[src/rtl/wb_pkg.sv]
// Shared types and constants for the register write-back path.
package wb_pkg;

   localparam int WB_DATA_W = 32;
   localparam int WB_REG_AW = 5;

   typedef enum logic [1:0] {
      WB_NONE    = 2'b00,
      WB_SINGLE  = 2'b01,
      WB_PAIR    = 2'b10,
      WB_ILLEGAL = 2'b11
   } wb_kind_t;

   localparam logic [WB_REG_AW-1:0] REG_ZERO = 5'd0;
   localparam logic [WB_REG_AW-1:0] REG_LO   = 5'd30;
   localparam logic [WB_REG_AW-1:0] REG_HI   = 5'd31;
   localparam int                   NUM_GPR  = 29;

   typedef struct packed {
      wb_kind_t               kind;
      logic [WB_REG_AW-1:0]   dest;
      logic [WB_DATA_W-1:0]   data;
      logic [WB_DATA_W-1:0]   data_hi;
   } wb_entry_t;

   typedef enum logic {
      WB_IDLE,
      WB_HI
   } wb_state_t;

   // Only general registers carry a busy count in the fetch scoreboard.
   function automatic logic is_gpr(input logic [WB_REG_AW-1:0] r);
      return (r != REG_ZERO) && (int'(r) <= NUM_GPR);
   endfunction

endpackage

[src/rtl/reg_writeback_unit_if.sv]
// Result channel from the execute/memory stages into the write-back unit.
interface reg_writeback_unit_if #(
   parameter int DATA_W = 32,
   parameter int REG_AW = 5
);
   logic              in_valid;
   logic              in_ready;
   logic [1:0]        in_kind;
   logic [REG_AW-1:0] in_dest;
   logic [DATA_W-1:0] in_data;
   logic [DATA_W-1:0] in_data_hi;

   modport master (
      output in_valid, in_kind, in_dest, in_data, in_data_hi,
      input  in_ready
   );

   modport slave (
      input  in_valid, in_kind, in_dest, in_data, in_data_hi,
      output in_ready
   );
endinterface

[src/rtl/wb_fifo.sv]
// Synchronous FIFO of write-back entries; pointers carry one extra wrap bit.
module wb_fifo
   import wb_pkg::*;
#(
   parameter  int DEPTH = 4,
   localparam int PW    = $clog2(DEPTH)
) (
   input  logic       clk,
   input  logic       rst_n,
   input  logic       push_i,
   input  wb_entry_t  din_i,
   input  logic       pop_i,
   output wb_entry_t  dout_o,
   output logic       full_o,
   output logic       empty_o,
   output logic [PW:0] count_o
);

   wb_entry_t   mem_q [DEPTH];
   logic [PW:0] wptr_q, rptr_q;
   logic        do_push, do_pop;

   assign empty_o = (wptr_q == rptr_q);
   assign full_o  = (wptr_q[PW] != rptr_q[PW]) && (wptr_q[PW-1:0] == rptr_q[PW-1:0]);
   assign count_o = wptr_q - rptr_q;
   assign dout_o  = mem_q[rptr_q[PW-1:0]];

   assign do_push = push_i && !full_o;
   assign do_pop  = pop_i && !empty_o;

   // NOTE: storage has no reset; the pointers alone decide which entries are valid.
   always_ff @(posedge clk) begin
      if (do_push) mem_q[wptr_q[PW-1:0]] <= din_i;
   end

   // NOTE: state registers use non-blocking assignments so every flop samples pre-edge values.
   always_ff @(posedge clk or negedge rst_n) begin
      if (!rst_n) begin
         wptr_q <= '0;
         rptr_q <= '0;
      end else begin
         if (do_push) wptr_q <= wptr_q + 1'b1;
         if (do_pop)  rptr_q <= rptr_q + 1'b1;
      end
   end

endmodule

[src/rtl/reg_writeback_unit.sv]
// Drains buffered results into the register file, splitting lo/hi pairs and
// releasing scoreboard entries for general registers. Widths follow wb_pkg.
module reg_writeback_unit
   import wb_pkg::*;
#(
   parameter  int DATA_W     = WB_DATA_W,
   parameter  int REG_AW     = WB_REG_AW,
   parameter  int FIFO_DEPTH = 4,
   localparam int CW         = $clog2(FIFO_DEPTH) + 1
) (
   input  logic                 clk,
   input  logic                 rst_n,
   reg_writeback_unit_if.slave  in_if,
   output logic                 wr_en,
   output logic [REG_AW-1:0]    wr_num,
   output logic [DATA_W-1:0]    wr_data,
   output logic                 state_dec,
   output logic [CW-1:0]        pending,
   output logic                 err
);

   wb_entry_t   push_entry, head;
   logic        full, empty, push, pop;
   wb_state_t   state_q, state_d;
   logic        wr_en_q, wr_en_d, state_dec_q, state_dec_d, err_q, err_d;
   logic [REG_AW-1:0] wr_num_q, wr_num_d;
   logic [DATA_W-1:0] wr_data_q, wr_data_d;

   assign push_entry = '{kind:    wb_kind_t'(in_if.in_kind),
                         dest:    in_if.in_dest,
                         data:    in_if.in_data,
                         data_hi: in_if.in_data_hi};

   // Ready depends only on stored occupancy, so a full FIFO never passes through.
   assign in_if.in_ready = !full;
   assign push           = in_if.in_valid && !full;

   wb_fifo #(.DEPTH(FIFO_DEPTH)) u_fifo (
      .clk     (clk),
      .rst_n   (rst_n),
      .push_i  (push),
      .din_i   (push_entry),
      .pop_i   (pop),
      .dout_o  (head),
      .full_o  (full),
      .empty_o (empty),
      .count_o (pending)
   );

   // NOTE: every always_comb output gets a default first, so no path can infer a latch.
   always_comb begin
      state_d     = state_q;
      pop         = 1'b0;
      wr_en_d     = 1'b0;
      state_dec_d = 1'b0;
      wr_num_d    = wr_num_q;
      wr_data_d   = wr_data_q;
      err_d       = err_q;
      case (state_q)
         WB_IDLE: begin
            if (!empty) begin
               case (head.kind)
                  WB_SINGLE: begin
                     pop = 1'b1;
                     if (head.dest != REG_ZERO) begin
                        wr_en_d     = 1'b1;
                        wr_num_d    = head.dest;
                        wr_data_d   = head.data;
                        state_dec_d = is_gpr(head.dest);
                     end
                  end
                  // The pair stays queued until its hi half is written.
                  WB_PAIR: begin
                     wr_en_d   = 1'b1;
                     wr_num_d  = REG_LO;
                     wr_data_d = head.data;
                     state_d   = WB_HI;
                  end
                  WB_ILLEGAL: begin
                     pop   = 1'b1;
                     err_d = 1'b1;
                  end
                  default: pop = 1'b1;
               endcase
            end
         end
         WB_HI: begin
            pop       = 1'b1;
            wr_en_d   = 1'b1;
            wr_num_d  = REG_HI;
            wr_data_d = head.data_hi;
            state_d   = WB_IDLE;
         end
         default: state_d = WB_IDLE;
      endcase
   end

   always_ff @(posedge clk or negedge rst_n) begin
      if (!rst_n) begin
         state_q     <= WB_IDLE;
         wr_en_q     <= 1'b0;
         wr_num_q    <= '0;
         wr_data_q   <= '0;
         state_dec_q <= 1'b0;
         err_q       <= 1'b0;
      end else begin
         state_q     <= state_d;
         wr_en_q     <= wr_en_d;
         wr_num_q    <= wr_num_d;
         wr_data_q   <= wr_data_d;
         state_dec_q <= state_dec_d;
         err_q       <= err_d;
      end
   end

   assign wr_en     = wr_en_q;
   assign wr_num    = wr_num_q;
   assign wr_data   = wr_data_q;
   assign state_dec = state_dec_q;
   assign err       = err_q;

endmodule
[src/flat_wrapper.sv]
// flat-port wrapper written by rule: the top's interface ports become plain ports
module reg_writeback_unit_flat import wb_pkg::*;
#(
   parameter  int DATA_W     = WB_DATA_W,
   parameter  int REG_AW     = WB_REG_AW,
   parameter  int FIFO_DEPTH = 4,
   localparam int CW         = $clog2(FIFO_DEPTH) + 1
)
  (clk, rst_n, wr_en, wr_num, wr_data, state_dec, pending, err, in_if_in_valid, in_if_in_kind, in_if_in_dest, in_if_in_data, in_if_in_data_hi, in_if_in_ready);
  reg_writeback_unit_if #(.DATA_W(DATA_W), .REG_AW(REG_AW)) in_if_i ();
  input  logic clk;
  input  logic rst_n;
  output logic wr_en;
  output logic [REG_AW-1:0] wr_num;
  output logic [DATA_W-1:0] wr_data;
  output logic state_dec;
  output logic [CW-1:0] pending;
  output logic err;
  input wire logic [$bits(in_if_i.in_valid)-1:0] in_if_in_valid;
  input wire logic [$bits(in_if_i.in_kind)-1:0] in_if_in_kind;
  input wire logic [$bits(in_if_i.in_dest)-1:0] in_if_in_dest;
  input wire logic [$bits(in_if_i.in_data)-1:0] in_if_in_data;
  input wire logic [$bits(in_if_i.in_data_hi)-1:0] in_if_in_data_hi;
  output wire logic [$bits(in_if_i.in_ready)-1:0] in_if_in_ready;
  assign in_if_i.in_valid = in_if_in_valid;
  assign in_if_i.in_kind = in_if_in_kind;
  assign in_if_i.in_dest = in_if_in_dest;
  assign in_if_i.in_data = in_if_in_data;
  assign in_if_i.in_data_hi = in_if_in_data_hi;
  assign in_if_in_ready = in_if_i.in_ready;
  reg_writeback_unit #(.DATA_W(DATA_W), .REG_AW(REG_AW), .FIFO_DEPTH(FIFO_DEPTH)) u_core (.clk(clk), .rst_n(rst_n), .in_if(in_if_i), .wr_en(wr_en), .wr_num(wr_num), .wr_data(wr_data), .state_dec(state_dec), .pending(pending), .err(err));
endmodule
[config.mk]
export PLATFORM = sky130hd
export DESIGN_NAME = reg_writeback_unit_flat
export DESIGN_NICKNAME = d
export VERILOG_FILES = /design/src/rtl/wb_pkg.sv /design/src/rtl/reg_writeback_unit_if.sv /design/src/rtl/wb_fifo.sv /design/src/rtl/reg_writeback_unit.sv /design/src/flat_wrapper.sv
export SDC_FILE = /design/constraint.sdc
export NUM_CORES = 1
export LEC_CHECK = 0
export ABC_AREA = 1
export CAP_MARGIN = 20
export CORE_MARGIN = 3
export CORE_UTILIZATION = 41
export CTS_CLUSTER_DIAMETER = 80
export DETAILED_ROUTE_END_ITERATION = 10
export GPL_TIMING_DRIVEN = 0
export PLACE_DENSITY_LB_ADDON = 0.1
export SYNTH_ARGS = -nofsm -noshare
export SYNTH_HDL_FRONTEND = slang
export SYNTH_SLANG_ARGS = --single-unit
[constraint.sdc]
create_clock -name clk -period 5.1 [get_ports clk]
set_input_delay 1.02 -clock clk [delete_from_list [all_inputs] [get_ports clk]]
set_output_delay 1.02 -clock clk [all_outputs]
set_load 0.02 [all_outputs]
Yosys cells after proc, flatten, opt, wreduce, memory -nomap -nowiden
Memory sizes are Yosys's and may differ from the RTL's.
Cells that the tools add are included.
- reduce and logical (&&, ||, !) cells: 10
- mux-type cells: 24
- bitwise operators: 2
- order comparisons: 1
- add/subtract/negate cells: 3
- equality and inequality tests: 9
- operators by type and width (operator ; number):
    32-bit case mux with 2 select lines ; 2
    32-bit two-way mux ; 2
    5-bit case mux with 2 select lines ; 2
    1-bit two-way mux ; 12
    5-bit two-way mux ; 2
    1-bit case mux with 2 select lines ; 4
    3-bit by 1-bit adder with 3-bit output, second input constant ; 2
    3-bit AND reduction ; 2
    5-bit less-or-equal comparator, second input constant ; 1
    1-bit logical AND ; 5
    5-bit nonzero test ; 1
    2-bit equality test, second input constant ; 2
    3-bit equality test ; 1
    3-bit by 2-bit inequality test with 1-bit output, second input constant ; 1
    3-bit inequality test, second input constant ; 1
    3-bit subtractor ; 1
    2-bit by 1-bit equality test with 1-bit output, second input constant ; 1
    2-bit equality test ; 1
    1-bit zero test ; 2
    2-bit inequality test, second input constant ; 1
    1-bit NOT ; 2
    1-bit inequality test ; 1
- input bits: 74
- bits in writable memories: 284
- output and inout port bits: 44
- memories kept: 1
- word-level logic and storage cells: 58
- flip-flop bits (word level): 47
- memories (memory ; depth ; bits a word ; rd ports ; clocked after Yosys merged registers in ; wr ports ; RTL line ; text):
    u_core.u_fifo.mem_q ; 4 ; 71 ; 1 ; 0 ; 1 ; wb_fifo.sv:19 ; wb_entry_t mem_q [DEPTH];

Depth between registers and ports, before layout
Gate-level depths: netlist of the first run.
- depth after elaboration: 7
- mapped depth: 16
- gate-level depth less buffers: 11

Hierarchy
From an unflattened synthesis of the first run, not the netlist that was laid out.
- cells, all modules: 1062
- area total of the unflattened synthesis: 13844.5 um2
- modules (own cells, without submodules) (module ; cells an instance ; area each (um2) ; seq. area each (um2) ; instances):
    wb_fifo ; 749 ; 11578.6 ; 8678.3 ; 1
    reg_writeback_unit ; 313 ; 2265.9 ; 1026.0 ; 1

Worst setup path after synthesis of the first run
No wires, ideal clock.
- path type: flip-flop to flip-flop
- start point: reg u_core.u_fifo.rptr_q[1]
- end point: mem u_core.u_fifo.mem_q[3][0] (netlist name), enable pin
- data arrival time: 4783 ps
- data required time: 4596 ps
- period minus slack after synthesis: 5286 ps
- buffers on the path: 3
- path slack: -186 ps
- stages on the path, launching flop included: 9
- setup time: 504 ps
- path through: dfrtp_1 > buf_4 > inv_2 > buf_4 > clkbuf_1 > ha_1 > nand3_1 > nand2_1 > nor2_1
- word-level cells in the longest chain between the ends: 7
- ends and longest elaborated chain (item ; RTL line ; text):
    start, declared ; wb_fifo.sv:20 ; logic [PW:0] wptr_q, rptr_q;
    start signal, assigned ; wb_fifo.sv:43 ; if (do_pop) rptr_q <= rptr_q + 1'b1;
    2-bit equality test (*) ; wb_fifo.sv:24 ; assign full_o = (wptr_q[PW] != rptr_q[PW]) && (wptr_q[PW-1:0] == rptr_q[PW-1:0]);
    1-bit logical AND (*) ; wb_fifo.sv:24 ;
    1-bit zero test (*) ; n/a ;
    net in_if_in_ready ; flat_wrapper.sv:24 ; output wire logic [$bits(in_if_i.in_ready)-1:0] in_if_in_ready;
    1-bit logical AND ; reg_writeback_unit.sv:36 ; assign push = in_if.in_valid && !full;
    1-bit logical AND (*) ; wb_fifo.sv:28 ; assign do_push = push_i && !full_o;
    1-bit two-way mux (*) ; wb_fifo.sv:33 ; if (do_push) mem_q[wptr_q[PW-1:0]] <= din_i;
    1-bit two-way mux (implied by the code) (*) ; wb_fifo.sv:33 ;
    end, declared ; wb_fifo.sv:19 ;
The timed path passes the listed nets; every way through them passes the cells marked *.

Worst setup path in the final report of the first run
- start point: reg u_core.u_fifo.rptr_q[1]
- end point: out in_if_in_ready
- word-level cells in the longest chain between the ends: 3
- ends and longest elaborated chain (item ; RTL line ; text):
    2-bit equality test ; wb_fifo.sv:24 ;
    1-bit logical AND ; wb_fifo.sv:24 ;
    1-bit zero test ; reg_writeback_unit.sv:35 ; assign in_if.in_ready = !full;
    end, declared ; flat_wrapper.sv:24 ;
Every way passes these cells.

==> results.yml, run 1 <==
setup_path:
  cp_data_required_time_ns: 4.08
  worst_setup_path_end_kind: "primary output"
  cpMostUsedCell: "buf_4"
  slowest_stage: "clkdlybuf4s50_1"
  path_class: "flip-flop to primary output"
  crit_chain: "buf_4 -> inv_2 -> buf_4 -> clkbuf_1 -> ha_1 -> nand3_1 -> clkdlybuf4s50_1"
  critical_path_arrival_ns: 2.97
  path_buf_inv: 5
  cp_top_family: "buffers and inverters"
  slowest_delay_ns: 0.61
  start_kind: "flip-flop"
  cp_max_fo: 10
clock_tree:
  root_buffer: "clkbuf_16"
  insertion_delay_ns: 0.51
  clkTransAtPathRegs_ns: 0.06
  numCtsBuffers: 36
  clock_sinks: 331
  cts_resized: 0
  htree_levels: 2
  ctsHoldBuffers: 0
  cts_tree: "done"
  clockBufferDepth: 3
  post-cts-setup-buffers: 0
cells_and_area:
  layout_common_cells: "284 x edfxtp_1, 270 x nand2_1, 202 x nor2_1, 116 x clkdlybuf4s50_1, 96 x o21ai_0"
  n_antenna_cell: 0
  areaGrowthSynthToFinish_pct: 22.30
  drive_gt1_frac: 0.1123
  layout_commonest_cell: "edfxtp_1"
  multi_input_area_mm2: 0.003401
  fillers: 2877
  utilization: 0.5091
  regArea_mm2: 0.009704
  final_net_count: 1409
synthesis:
  synth_warnings: 0
  synth_seq_area_share: 0.7148
  synth_cells: 1159
  synth_nets: 1244
  syn_avg_cell_area_um2: 11.71
  synth_cell_types: 30
  synth_area_mm2: 0.01358
  ys_ff_latch: 331
sta:
  worst_pin_slew_ns: 0.9034
  rsz0062_at_grt: "no"
  maxSlewHeadroom: 0.3963
  hold_violations: 0
  setup_viol: 0
  fin_crit_ns: 3.987
  fmax_mhz: 250.8
  whs_ns: 0.4617
  drv_slew: 0
  fin_skew_ns: 0.01244
  period_share: 0.7818
routing:
  vias_per_cell: 4.971
  vias: 8884
  first_pass_iters: 5
  ant_nets: 0
  wl_per_cell_um: 19.90
  first_iter_violations: 698
  wirelength_um: 35570
  remaining_drc_errors: 0
global_routing:
  grt_max_degree: 31
  grt_pass1_vias: 8706
  overflow: 0
  grt_first_pass_wirelength_um: 54280
  antenna_found_initial: 0
  grt.total_usage: 0.2031
placement:
  detailedPlacementHpwl_um: 23680
  io_buffers: 117
  place_congestion: 0.7902
floorplan:
  die_area_mm2: 0.03533
  start_util: 0.4162
  core_area_mm2: 0.03262
  die_h_um: 188.0
  boundaryPins: 118
  rows: 66
  die_width_um: 188.0
run:
  cap_viol_max_count: 0
worst_hold_path:
  hold_class: "input pin to asynchronous set/reset pin"
run_status:
  status: "completed"
power:
  powerDensity_mw_per_mm2: 686.4
  leakage_uw: 0.006302
  peakVddDrop_v: 0.0004085
  power_uw: 11400
-- through the flow --
step                      setup WS [ns]  cell area (um2)  instances  TNS, ns
after detailed placement          1.186            15540       1728        0
final                             1.113            16600       1787        0
after global placement           -3.150            15300       1718  -736.15
after CTS                         1.049            16600       1787        0
after floorplan                 -0.1450            13580       1159   -30.89
after global routing             0.9929            16600       1787        0
-- layer usage --
layer / wire [um] / vias to the layer above / GRT usage
li1: - / 4313 / -
met1: 16690 / 4260 / 0.3037
met2: 15980 / 248 / 0.3102
met3: 1904 / 63 / 0.03085
met4: 996 / 0 / 0.05772
met5: 0 / - / 0
-- worst paths after layout --
path | from | endpoint | cells after the start | slack [ns]
setup / recovery | u_core.u_fifo.rptr_q[1]$_DFFE_PN0P_ | in_if_in_ready | 7 | 1.11
hold / removal | rst_n | u_core.wr_data[26]$_DFFE_PN0P_ | 1 | 0.46
setup reg to reg | u_core.u_fifo.rptr_q[1]$_DFFE_PN0P_ | u_core.u_fifo.mem_q[1][5]$_DFFE_PP_ | 10 | 1.30
hold reg to reg | u_core.err$_DFFE_PN0P_ | u_core.err$_DFFE_PN0P_ | 1 | 0.47
max in group asynchronous | rst_n | u_core.wr_data[2]$_DFFE_PN0P_ | 2 | 4.08
min in group clk | u_core.err$_DFFE_PN0P_ | u_core.err$_DFFE_PN0P_ | 1 | 0.47
-- cells by family after synthesis --
family,synth area share
AND/OR/NAND/NOR,0.1938
flip-flops,0.7148
AO/OA/AOI/OAI,0.03990
buffers and inverters,0.03696
adder cells (fa/ha/maj),0.01069
XOR/XNOR,0.003871
-- worst reg2reg max path: cells and delay by family (launching register included) --
family	cells	cell delay [ns]
adder cells (fa/ha/maj)	1	0.35
buffers and inverters	6	1.49
flip-flops	1	0.41
AND/OR/NAND/NOR	3	1.20
-- synth_stat cells (all sizes together) --
| cell | number | area share |
|---|---|---|
| nand2 | 309 | 0.093 |
| nand4 | 37 | 0.017 |
| a32oi | 2 | 0.0013 |
| buf | 50 | 0.027 |
| fa | 1 | 0.0015 |
| nor3 | 2 | 0.00074 |
| edfxtp | 284 | 0.63 |
| a21oi | 5 | 0.0018 |
| o21ai | 97 | 0.036 |
| a21o | 1 | 0.00055 |
| xor2 | 6 | 0.0039 |
| clkbuf | 19 | 0.0053 |
| o22ai | 1 | 0.00046 |
| inv | 17 | 0.0049 |
| clkinv | 1 | 0.00028 |
| dfrtp | 47 | 0.087 |
| nand3 | 63 | 0.026 |
| nor2 | 207 | 0.058 |
| ha | 10 | 0.0092 |
-- state kept, by name, summed over array words and instances (netlist names) --
| name | count |
|---|---|
| u_core.u_fifo.rptr_q | 3 |
| u_core.u_fifo.wptr_q | 3 |
| u_core.wr_data | 32 |
| u_core.wr_en | 1 |
| u_core.u_fifo.mem_q | 284 |
| u_core.wr_num | 5 |
| u_core.state_q | 1 |
| u_core.state_dec | 1 |
| u_core.err | 1 |
-- layout make-up --
cell class | count | share of cell area
inverter | 18 | 0.004220
tap | 442 | 0.03331
sequential | 331 | 0.5844
clock inverter | 11 | 0.004596
multi-input combinational | 741 | 0.2048
clock buffer | 48 | 0.05945
timing repair buffer | 127 | 0.08319
buffer | 69 | 0.02600
-- power by group --
part	leakage [uW]	switching (uW)	internal, uW
Clock	0.000519	982	1400
Sequential	0.00317	281	3730
Combinational	0.00261	3280	1720
Power figures use the tool's default switching activity.
==> run 2, diff against run 1 <==
- clock period: 5.1 -> 3.8 ns (I/O delays scaled with it)
==> run 2 against run 1 <==
Effect of this change:
- flip-flop and latch count unchanged
- non-clock buffer count increased by 1
- cell count increased by 0.22%
- power increased by 35%
- clock power increased by 37%
- combinational power increased by 37%
- hold slack got worse by 0.29 ns
- register-to-register slack got worse by 1.1 ns
- via count increased by 2.3%
- critical path type is now flip-flop to flip-flop
==> results.yml, run 2 (synthesized netlist as in run 1, its figures left out) <==
run_status:
  status: "completed"
sta:
  setup_viol: 0
  fin_crit_ns: 3.560
  drv_slew: 0
  maxSlewHeadroom: 0.4318
  fin_tns_setup_ns: 0
  period_share: 0.9368
  fin_skew_ns: 0.01759
  rsz0062_at_grt: "no"
  fmax_mhz: 280.9
  hold_violations: 0
  worst_pin_slew_ns: 0.8503
  layout_setup_ws_ns: 0.2401
floorplan:
  rows: 66
  die_width_um: 188.0
  boundaryPins: 118
  core_area_mm2: 0.03262
  die_area_mm2: 0.03533
  start_util: 0.4162
  die_h_um: 188.0
clock_tree:
  clock_sinks: 331
  clockBufferDepth: 3
  insertion_delay_ns: 0.51
  clkTransAtPathRegs_ns: 0.06
  htree_levels: 2
  cts_tree: "done"
  root_buffer: "clkbuf_16"
  ctsHoldBuffers: 0
  numCtsBuffers: 36
cells_and_area:
  largest_reg_flops: 284
  layout_common_cells: "284 x edfxtp_1, 270 x nand2_1, 202 x nor2_1, 116 x clkdlybuf4s50_1, 96 x o21ai_0"
  drive_gt1_frac: 0.1156
  fin_cells: 1791
  n_antenna_cell: 0
  final_net_count: 1410
  layout_commonest_cell: "edfxtp_1"
  fillers: 2874
  areaGrowthSynthToFinish_pct: 22.69
global_routing:
  grt_first_pass_wirelength_um: 54480
  grt.total_usage: 0.2026
  grt_pass1_vias: 8839
  grt_max_degree: 35
  antenna_found_initial: 0
  overflow: 0
power:
  leakage_uw: 0.006332
  power_uw: 15430
  peakVddDrop_v: 0.0006248
  powerDensity_mw_per_mm2: 926.5
setup_path:
  crit_start: "u_core.u_fifo.rptr_q[1]$_DFFE_PN0P_"
  cp_max_fo: 27
  critical_path_arrival_ns: 3.75
  path_class: "flip-flop to flip-flop"
  start_kind: "flip-flop"
  worst_setup_path_end_kind: "flip-flop"
  cp_data_required_time_ns: 3.99
  r2r_start: "u_core.u_fifo.rptr_q[1]$_DFFE_PN0P_"
placement:
  post-place-ws_ns: -0.02038
  detailedPlacementHpwl_um: 24000
  io_buffers: 117
  dpl.cell_count: 1729
  place_congestion: 0.7936
routing:
  ant_nets: 0
  wirelength_um: 35850
  wl_per_cell_um: 20.02
  vias_per_cell: 5.074
  remaining_drc_errors: 0
  first_iter_violations: 760
  first_pass_iters: 5
  vias: 9087
run:
  cap_viol_max_count: 0
worst_hold_path:
  hold_class: "input pin to asynchronous set/reset pin"
[run 2: cell types whose count changed in the layout (fill, tap and decap cells not counted)]
cell / previous run / this run
clkbuf_1: 28 / 27
clkbuf_2: 0 / 3
clkbuf_8: 2 / 3
buf_16: 2 / 3
[run 2: routing by layer]
| metal | part of all wire | global-route usage |
|---|---|---|
| met1 | 0.46 | 0.2956 |
| met2 | 0.46 | 0.3200 |
| met3 | 0.058 | 0.03010 |
| met4 | 0.022 | 0.05397 |
| met5 | 0 | 0 |
[run 2: power breakdown]
part	switching (uW)	internal, uW	total (uW)	leakage [uW]
Sequential	346	5010	5360	0.00317
Combinational	4490	2340	6830	0.00263
Clock	1340	1910	3250	0.000528
[run 2: what timing repair did]
action / CTS / global route
setup buffers: 0 / 0
endpoints found under the setup margin: 54 / 22
resized for setup: 2 / 2
[run 2: final timing paths]
check | end | slack [ns] | depth (start not counted)
max in group asynchronous | u_core.wr_data[12]$_DFFE_PN0P_ | 3.07 | 2
min | u_core.wr_data[23]$_DFFE_PN0P_ | 0.17 | 1
min reg2reg | u_core.wr_data[0]$_DFFE_PN0P_ | 0.47 | 2
min in group clk | u_core.wr_data[0]$_DFFE_PN0P_ | 0.47 | 2
max reg2reg | u_core.u_fifo.mem_q[0][19]$_DFFE_PP_ | 0.24 | 10
max | u_core.u_fifo.mem_q[0][19]$_DFFE_PP_ | 0.24 | 10
[run 2: stage by stage]
step / utilization / hold WS, ns / instance area [um2]
floorplan: - / 0.4604 / 13590
global placement: 0.4695 / 0.4628 / 15320
detailed placement: 0.4773 / 0.4590 / 15570
CTS: 0.5106 / 0.1627 / 16660
global route: 0.5107 / 0.1811 / 16660
finish: 0.5107 / 0.1719 / 16660
[run 2: layout make-up]
class / count / area [um2] / area share
inverters: 18 / 70.07 / 0.004206
multi-input cells: 741 / 3401 / 0.2042
plain buffers: 69 / 435.4 / 0.02614
clock inverters: 11 / 76.32 / 0.004582
flip-flops and latches: 331 / 9704 / 0.5826
repair buffers: 128 / 1409 / 0.08458
well taps: 442 / 553.0 / 0.03320
clock buffers: 51 / 1008 / 0.06054
[run 2: critical path, stage by stage (launching register included)]
cell and delay, ns:
dfrtp_1 0.41, buf_4 0.19, inv_2 0.08, buf_4 0.23, clkbuf_2 0.29, ha_1 0.29, nand3_1 0.12, nand2_1 0.29
nor2_4 0.76, buf_12 0.29, buf_12 0.23
